===== src/rtl/putc_uart_tx_if.sv =====
// Character-offer handshake between the CPU putc opcode and the UART transmitter.
interface putc_uart_tx_if;
  logic       putc_valid;
  logic [7:0] putc_data;
  logic       putc_ready;

  modport master (output putc_valid, putc_data, input putc_ready);
  modport slave  (input putc_valid, putc_data, output putc_ready);
endinterface


===== src/rtl/putc_uart_tx.sv =====
// CPU putc character FIFO feeding an 8N1 UART transmitter (LSB first, idle high).
// Frames are 10*CLKS_PER_BIT cycles, separated by a single IDLE cycle when the FIFO has more data.
module putc_uart_tx #(
  parameter int CLKS_PER_BIT = 434,
  parameter int FIFO_DEPTH   = 8
) (
  input  logic          clk,
  input  logic          rst_n,
  putc_uart_tx_if.slave putc,
  output logic          tx,
  output logic          busy,
  output logic          overflow
);
  localparam int AW = $clog2(FIFO_DEPTH);
  localparam int CW = $clog2(CLKS_PER_BIT);
  localparam logic [CW-1:0] BAUD_LAST = CW'(CLKS_PER_BIT - 1);
  localparam logic [AW:0]   FULL      = (AW+1)'(FIFO_DEPTH);

  typedef enum logic [1:0] {IDLE, START, DATA, STOP} state_t;

  state_t        state, state_n;
  logic [7:0]    mem [FIFO_DEPTH];
  logic [AW-1:0] wr_ptr, rd_ptr;
  logic [AW:0]   count, count_n;
  logic [CW-1:0] baud;
  logic [2:0]    bit_idx;
  logic [7:0]    shift;
  logic          ready_r, push, drop, pop, bit_end, tx_n;

  // A full FIFO drops the offer even when the transmitter pops in the same cycle.
  assign push    = putc.putc_valid && (count != FULL);
  assign drop    = putc.putc_valid && (count == FULL);
  assign bit_end = (baud == BAUD_LAST);
  assign putc.putc_ready = ready_r;

  always_comb begin
    count_n = count;
    case ({push, pop})
      2'b10:   count_n = count + 1'b1;
      2'b01:   count_n = count - 1'b1;
      default: count_n = count;
    endcase
  end

  always_comb begin
    state_n = state;
    pop     = 1'b0;
    tx_n    = 1'b1;
    case (state)
      IDLE: if (count != '0) begin
        pop     = 1'b1;
        state_n = START;
      end
      START: begin
        tx_n = 1'b0;
        if (bit_end) state_n = DATA;
      end
      DATA: begin
        tx_n = shift[0];
        if (bit_end && bit_idx == 3'd7) state_n = STOP;
      end
      STOP: if (bit_end) state_n = IDLE;
      default: state_n = IDLE;
    endcase
  end

  always_ff @(posedge clk or negedge rst_n) begin
    if (!rst_n) state <= IDLE;
    else        state <= state_n;
  end

  always_ff @(posedge clk) begin
    if (push) mem[wr_ptr] <= putc.putc_data;
  end

  // busy and putc_ready are registered from next-state values so they track state/count exactly.
  always_ff @(posedge clk or negedge rst_n) begin
    if (!rst_n) begin
      wr_ptr   <= '0;
      rd_ptr   <= '0;
      count    <= '0;
      ready_r  <= 1'b1;
      busy     <= 1'b0;
      overflow <= 1'b0;
    end else begin
      if (push) wr_ptr <= wr_ptr + 1'b1;
      if (pop)  rd_ptr <= rd_ptr + 1'b1;
      count   <= count_n;
      ready_r <= (count_n != FULL);
      busy    <= (state_n != IDLE) || (count_n != '0);
      if (drop) overflow <= 1'b1;
    end
  end

  // tx follows the current state one cycle late, so every bit keeps its full width.
  always_ff @(posedge clk or negedge rst_n) begin
    if (!rst_n) begin
      baud    <= '0;
      bit_idx <= '0;
      shift   <= '0;
      tx      <= 1'b1;
    end else begin
      tx <= tx_n;
      if (pop) begin
        shift   <= mem[rd_ptr];
        baud    <= '0;
        bit_idx <= '0;
      end else if (state != IDLE) begin
        baud <= bit_end ? '0 : baud + 1'b1;
        if (state == DATA && bit_end) begin
          shift   <= {1'b0, shift[7:1]};
          bit_idx <= bit_idx + 1'b1;
        end
      end
    end
  end
endmodule


===== src/flat_wrapper.sv =====
// flat-port wrapper written by rule: the top's interface ports become plain ports
module putc_uart_tx_flat 
#(
  parameter int CLKS_PER_BIT = 434,
  parameter int FIFO_DEPTH   = 8
)
  (clk, rst_n, tx, busy, overflow, putc_putc_valid, putc_putc_data, putc_putc_ready);
  putc_uart_tx_if putc_i ();
  input  logic clk;
  input  logic rst_n;
  output logic tx;
  output logic busy;
  output logic overflow;
  input wire logic [$bits(putc_i.putc_valid)-1:0] putc_putc_valid;
  input wire logic [$bits(putc_i.putc_data)-1:0] putc_putc_data;
  output wire logic [$bits(putc_i.putc_ready)-1:0] putc_putc_ready;
  assign putc_i.putc_valid = putc_putc_valid;
  assign putc_i.putc_data = putc_putc_data;
  assign putc_putc_ready = putc_i.putc_ready;
  putc_uart_tx #(.CLKS_PER_BIT(CLKS_PER_BIT), .FIFO_DEPTH(FIFO_DEPTH)) u_core (.clk(clk), .rst_n(rst_n), .putc(putc_i), .tx(tx), .busy(busy), .overflow(overflow));
endmodule

===== config.mk =====
export PLATFORM = sky130hd
export DESIGN_NAME = putc_uart_tx_flat
export DESIGN_NICKNAME = d
export VERILOG_FILES = /design/src/rtl/putc_uart_tx_if.sv /design/src/rtl/putc_uart_tx.sv /design/src/flat_wrapper.sv
export SDC_FILE = /design/constraint.sdc
export NUM_CORES = 1
export LEC_CHECK = 0
export ABC_AREA = 1
export BUFFER_PORTS_ARGS = -buffer_cell sky130_fd_sc_hd__buf_2
export CORE_MARGIN = 2
export CORE_UTILIZATION = 25
export CTS_BUF_LIST = sky130_fd_sc_hd__clkbuf_4 sky130_fd_sc_hd__clkbuf_8
export CTS_CLUSTER_DIAMETER = 60
export DETAILED_ROUTE_END_ITERATION = 12
export PLACE_DENSITY = 0.44
export RECOVER_POWER = 100
export SYNTH_ARGS = -nofsm -noshare
export SYNTH_HDL_FRONTEND = slang
export SYNTH_SLANG_ARGS = --single-unit
export TNS_END_PERCENT = 5

===== constraint.sdc =====
create_clock -name clk -period 2.5 [get_ports clk]
set_clock_uncertainty 0.15 [all_clocks]
set_input_delay 0.5 -clock clk [delete_from_list [all_inputs] [get_ports clk]]
set_output_delay 0.5 -clock clk [all_outputs]
set_load 0.02 [all_outputs]

# Yosys cells after proc, flatten, opt, wreduce, memory -nomap -nowiden
# Memories as Yosys holds them, arrays and structs flattened.
# Index checks and enable logic that the tools add are counted.
# W data, S select, Z words.
word_totals:
  memories: 1
  reg_bits: 36
  ram_bits: 64
op_classes:
  mux: 20
  eq_ne: 10
  n_addsub: 6
  reduce_logical: 13
memory_table:
  columns: ["name", "depth", "width", "rd", "rd_clocked_by_memory_dff", "wr", "line_no", "source"]
  rows:
  - ["u_core.mem", 8, 8, 1, 0, 1, "putc_uart_tx.sv:22", "logic [7:0] mem [FIFO_DEPTH];"]
op_table:
  columns: ["operator", "count"]
  rows:
  - ["$mux W9", 3]
  - ["$mux W8", 3]
  - ["$add A3 B1 Y3 const B", 3]
  - ["$add A9 B1 Y9 const B", 1]
  - ["$eq A9 B9 Y1 const B", 1]
  - ["$mux W3", 3]
  - ["$mux W2", 4]
  - ["$ne A4 B4 Y1 const B", 2]
  - ["$pmux W2 S4", 1]
  - ["$pmux W4 S2", 1]
  - ["$reduce_bool A2 Y1", 4]
  - ["$reduce_bool A4 Y1", 2]
  - ["$eq A2 B2 Y1 const B", 3]
  - ["$add A4 B1 Y4 const B", 1]
  - ["$eq A2 B1 Y1 const B", 2]
  - ["$eq A4 B4 Y1 const B", 1]
  - ["$logic_and A1 B1 Y1", 4]
  - ["$mux W1", 4]
  - ["$sub A4 B1 Y4 const B", 1]
  - ["$eq A3 B3 Y1 const B", 1]
  - ["$logic_not A2 Y1", 1]
  - ["$pmux W1 S2", 1]
  - ["$reduce_and A2 Y1", 1]
  - ["$logic_or A1 B1 Y1", 1]

# Depth between registers and ports, before layout
logic_depth:
  ltp_word: 7
  depth_mapped: 17

# Worst setup path after synthesis
# OpenSTA, ideal clock, no wires.
synth_timing:
  path_type: "reg-to-reg"
  from: "register u_core.state[0]"
  to: "register u_core.busy"
  n_path_buf: 1
  t_required_ps: 2231
  period_less_slack_ps: 2287
  setup_time_ps: 119
  path_slack_ps: 213
  stages_incl_launch_ff: 16
  t_arrival_ps: 2019
  cell_sequence: "dfrtp_1 > nor2_2 > nand2_2 > inv_1 > buf_2 > ha_1 > inv_1 > nand2_1 > nand2_1 > ha_1 > o21ai_0 > inv_1 > nor2_1 > nand2_1 > nor2_1 > nand2_1"
synth_between:
  elab_chain_len: 6
synth_lines:
  columns: ["item", "line_no", "source"]
  rows:
  - ["from (decl)", "putc_uart_tx.sv:21", "state_t state, state_n;"]
  - ["from (signal assigned)", "putc_uart_tx.sv:69", "else state <= state_n;"]
  - ["$logic_not A2 Y1 *", "putc_uart_tx.sv:49", "case (state)"]
  - ["$mux W1 *", "putc_uart_tx.sv:49", null]
  - ["$eq A2 B1 Y1 or $eq A2 B2 Y1 (tied branches)", "putc_uart_tx.sv:38", "case ({push, pop})"]
  - ["$pmux W4 S2 *", "putc_uart_tx.sv:38", null]
  - ["net u_core.count_n[1]", "putc_uart_tx.sv:24", "logic [AW:0] count, count_n;"]
  - ["$reduce_bool A4 Y1 *", "putc_uart_tx.sv:90", "busy <= (state_n != IDLE) || (count_n != '0);"]
  - ["$logic_or A1 B1 Y1 *", "putc_uart_tx.sv:90", null]
  - ["to (signal assigned)", "putc_uart_tx.sv:90", null]
  - ["to (decl)", "putc_uart_tx.sv:11", "output logic busy,"]
# The timed path passes the listed nets; every way through them passes the cells marked *.
# A chain may end at the register's enable or synchronous reset.

# Final worst setup path
layout_timing:
  from: "register u_core.count[1]"
  to: "register u_core.busy"
layout_between:
  elab_chain_len: 7
layout_lines:
  columns: ["item", "line_no", "source"]
  rows:
  - ["from (decl)", "putc_uart_tx.sv:24", null]
  - ["from (signal assigned)", "putc_uart_tx.sv:88", "count <= count_n;"]
  - ["$reduce_bool A4 Y1", "putc_uart_tx.sv:50", "IDLE: if (count != '0) begin"]
  - ["$mux W1", "putc_uart_tx.sv:50", null]
  - ["$mux W1", "putc_uart_tx.sv:49", null]
  - ["$eq A2 B1 Y1 or $eq A2 B2 Y1 (tied branches)", "putc_uart_tx.sv:38", null]
  - ["$pmux W4 S2 *", "putc_uart_tx.sv:38", null]
  - ["net u_core.count_n[1]", "putc_uart_tx.sv:24", null]
  - ["$reduce_bool A4 Y1 *", "putc_uart_tx.sv:90", null]
  - ["$logic_or A1 B1 Y1 *", "putc_uart_tx.sv:90", null]
# Marks and branches as above.

==> results.json <==
{
  "hpwlAfterDp_mm": 6.06,
  "synth_warnings": 0,
  "worstHoldPathType": "in2reg",
  "die_x_um": 137,
  "worst_setup_path_start_kind": "flip-flop",
  "path_max_fanout": 4,
  "dr.first_iter.drc_count": 274,
  "cts_max_path_buffers": 2,
  "vias_per_cell": 4.38,
  "cp.arrival_ns": 2.44,
  "register_area_sq_mm": 0.00283,
  "status": "finished, violations left",
  "drive_gt1_share_pct": 7.96,
  "crit_chain": "nor2_4 > nand3_1 > nand2_2 > inv_1 > ha_1 > inv_1 > nand2_1 > nand2_1 > ha_1 > o21ai_0 > inv_1 > nor2_1 > nand2_1 > nor2_1 > nand2_1",
  "io_buffers": 14,
  "tns_ns": 0,
  "fmax_mhz": 432,
  "hold_viol": 0,
  "required_ns": 2.63,
  "area_growth_pct": 11.7,
  "cts-root-buf": "clkbuf_8",
  "rr_worst_depth": 15,
  "crit_top_cell": "nand2_1",
  "hold_ws_ns": 0.284,
  "grt_pass1_vias": 2820,
  "cp_num_cells": 15,
  "violations": "max-capacitance violations, max-slew violations",
  "postLayoutCoreUtil_pct": 28.5,
  "min_path_cells": 2,
  "clock_sinks": 100,
  "fin_area_sq_mm": 0.00491,
  "seq_area_frac_synth_pct": 64.3,
  "cp.buffers_inverters": 3,
  "placed_cell_area_sq_mm": 0.00476,
  "die-area_sq_mm": 0.0186,
  "worst_slack_ns": 0.187,
  "cellPowerDensity_mw_per_mm2": 758,
  "antenna_cells": 0,
  "holdBufCountCts": 0,
  "coreArea_sq_mm": 0.0172,
  "crit_slowest_cell": "dfrtp_1",
  "synth_cell_type_count": 32,
  "cap_violations": 1,
  "cts_resized": 0,
  "cts_tree": "built",
  "cts_buffers": 9,
  "boundaryPins": 15,
  "final_nets": 467,
  "drt_pass1_iterations": 4,
  "min_period_ns": 2.31,
  "cts_setup_buffers": 0,
  "cts_max_level": 3,
  "drc_errors": 0,
  "r2r_start": "u_core.count[1]$_DFF_PN0_",
  "gp_congestion": 0.771,
  "die_h_um": 137,
  "initial_core_util_pct": 25.5,
  "clk_latency_ns": 0.37,
  "path_clk_slew_ns": 0.10,
  "max_slew.worst_pin.slew_ns": 2.07,
  "drv_slew": 37,
  "fillers": 1775,
  "setup_viol": 0,
  "antenna_found_initial": 0,
  "grt_pass1_wl_mm": 15.2,
  "grt.overflow.total": 0,
  "ant_nets": 0,
  "critPathCapture": "u_core.busy$_DFF_PN0_",
  "rows": 48,
  "synth_seq_cells": 100,
  "syn_area_sq_mm": 0.00439,
  "multi_input_area_sq_mm": 0.00133,
  "power.leakage_nw": 1.85,
  "period_share_pct": 92.5,
  "grt_max_degree": 37,
  "grt_use_total_pct": 10.9,
  "avgRoutedWirePerCell_um": 14.1,
  "avgSynthCellArea_sq_um": 10.4,
  "syn_nets": 442,
  "critPathCaptureType": "flip-flop",
  "worst_path_largest_cell_delay_ns": 0.45,
  "r2r_slack_ns": 0.19,
  "dp_slack_ns": 0.222,
  "synthCells": 422,
  "ir_worst_vdd_mv": 0.422,
  "r2r_end": "u_core.busy$_DFF_PN0_",
  "critical_path.top_delay_family": "simple AND/OR/NAND/NOR gates",
  "maxSlewHeadroom_pct": -38.0,
  "crit_start": "u_core.count[1]$_DFF_PN0_",
  "wl_mm": 9.56,
  "via_count": 2963,
  "crit_type": "reg2reg",
  "rsz0062_at_grt": "false"
}
-- flip-flops by register name (all words and copies together), names as in the netlist --
| register | cells |
|---|---|
| u_core.count | 4 |
| u_core.overflow | 1 |
| u_core.bit_idx | 3 |
| u_core.busy | 1 |
| u_core.mem | 64 |
| u_core.shift | 8 |
| u_core.tx | 1 |
| u_core.rd_ptr | 3 |
| u_core.baud | 9 |
| u_core.wr_ptr | 3 |
| u_core.putc.putc_ready | 1 |
| u_core.state | 2 |
-- final cells by class --
type,instances,area share [%]
repair buffers,27,2.32
clock buffers,11,2.83
inverters,34,2.60
clock inverters,5,1.76
well taps,225,5.74
multi-input cells,275,27.2
flip-flops and latches,100,57.6
-- stage by stage --
| stage | power, mW | cells |
|---|---|---|
| 3_3_place_gp | 2.61 | 661 |
| 4_1_cts | 3.81 | 677 |
| 3_5_place_dp | 2.62 | 661 |
| 6_report | 3.72 | 677 |
| 2_1_floorplan | 2.41 | 422 |
| 5_1_grt | 3.92 | 677 |
-- cells by family (layout without fill, tap and decap cells) --
family / count (synthesis) / after routing / synth area share, %
buffers and inverters: 47 / 77 / 4.70
AOI/OAI and AO/OA: 70 / 70 / 8.40
and+or+nand+nor: 188 / 188 / 18.4
DFF: 100 / 100 / 64.3
adders and majority gates: 9 / 9 / 2.56
xor gates and xnor gates: 7 / 7 / 1.40
muxes: 1 / 1 / 0.228
-- cells in the final DEF, fill, tap and decap left out, types with 5 or more instances in the layout --
| cell type | n |
|---|---|
| edfxtp_1 | 64 |
| inv_1 | 30 |
| clkbuf_1 | 21 |
| nand3_1 | 32 |
| clkbuf_8 | 9 |
| ha_1 | 9 |
| o21ai_0 | 49 |
| o22ai_1 | 6 |
| nand2_1 | 56 |
| nor2_1 | 89 |
| xor2_1 | 5 |
| a21oi_1 | 9 |
| dfrtp_1 | 34 |
-- synth_stat cells (all sizes together) --
cell type | n | area, sq um
a21oi | 9 | 45.0
dfstp | 2 | 52.6
clkinv | 1 | 3.75
nor3 | 2 | 10.0
ha | 9 | 113
clkbuf | 1 | 5.00
edfxtp | 64 | 1920
o22ai | 6 | 37.5
or2 | 1 | 6.26
xor2 | 5 | 43.8
xnor2 | 2 | 17.5
mux2i | 1 | 10.0
a41o | 1 | 11.3
dfrtp | 34 | 851
nand4 | 2 | 12.5
inv | 33 | 124
buf | 12 | 73.8
o21ai | 53 | 269
nor2 | 93 | 379
nand2 | 58 | 230
a31oi | 1 | 6.26
nand3 | 32 | 170
-- worst min-delay path by stage --
| stage | from | endpoint | slack (ns) |
|---|---|---|---|
| 3_5_place_dp | u_core.overflow$_DFFE_PN0P_ | u_core.overflow$_DFFE_PN0P_ | 0.30 |
| 3_3_place_gp | u_core.bit_idx[2]$_DFFE_PN0P_ | u_core.bit_idx[2]$_DFFE_PN0P_ | 0.31 |
| 6_report | putc_putc_valid | u_core.overflow$_DFFE_PN0P_ | 0.28 |
| 5_1_grt | putc_putc_valid | u_core.overflow$_DFFE_PN0P_ | 0.27 |
| 4_1_cts | rst_n | u_core.count[0]$_DFF_PN0_ | 0.10 |
| 2_1_floorplan | rst_n | u_core.baud[0]$_DFFE_PN0P_ | 0.05 |
-- where the power goes --
group	internal, mW	switching, mW	total (mW)
Combinational	0.139	0.352	0.491
Sequential	1.97	0.0862	2.06
Clock	0.596	0.576	1.17
Total	2.71	1.01	3.72
-- metal layers --
layer	up-vias	track usage, %	part of all wire (%)
li1	1471	-	-
met3	8	3.11	4.9
met4	0	3.47	1.3
met1	1429	14.1	45
met5	-	0	0
met2	55	17.8	48
-- worst reg2reg max path, stage by stage (launching register included) --
cell and delay [ns]:
dfrtp_1 0.45, nor2_4 0.15, nand3_1 0.13, nand2_2 0.09, inv_1 0.05, ha_1 0.20, inv_1 0.08, nand2_1 0.05
nand2_1 0.08, ha_1 0.22, o21ai_0 0.15, inv_1 0.08, nor2_1 0.12, nand2_1 0.07, nor2_1 0.10, nand2_1 0.05
No activity file was read; power rests on OpenSTA's default activity.
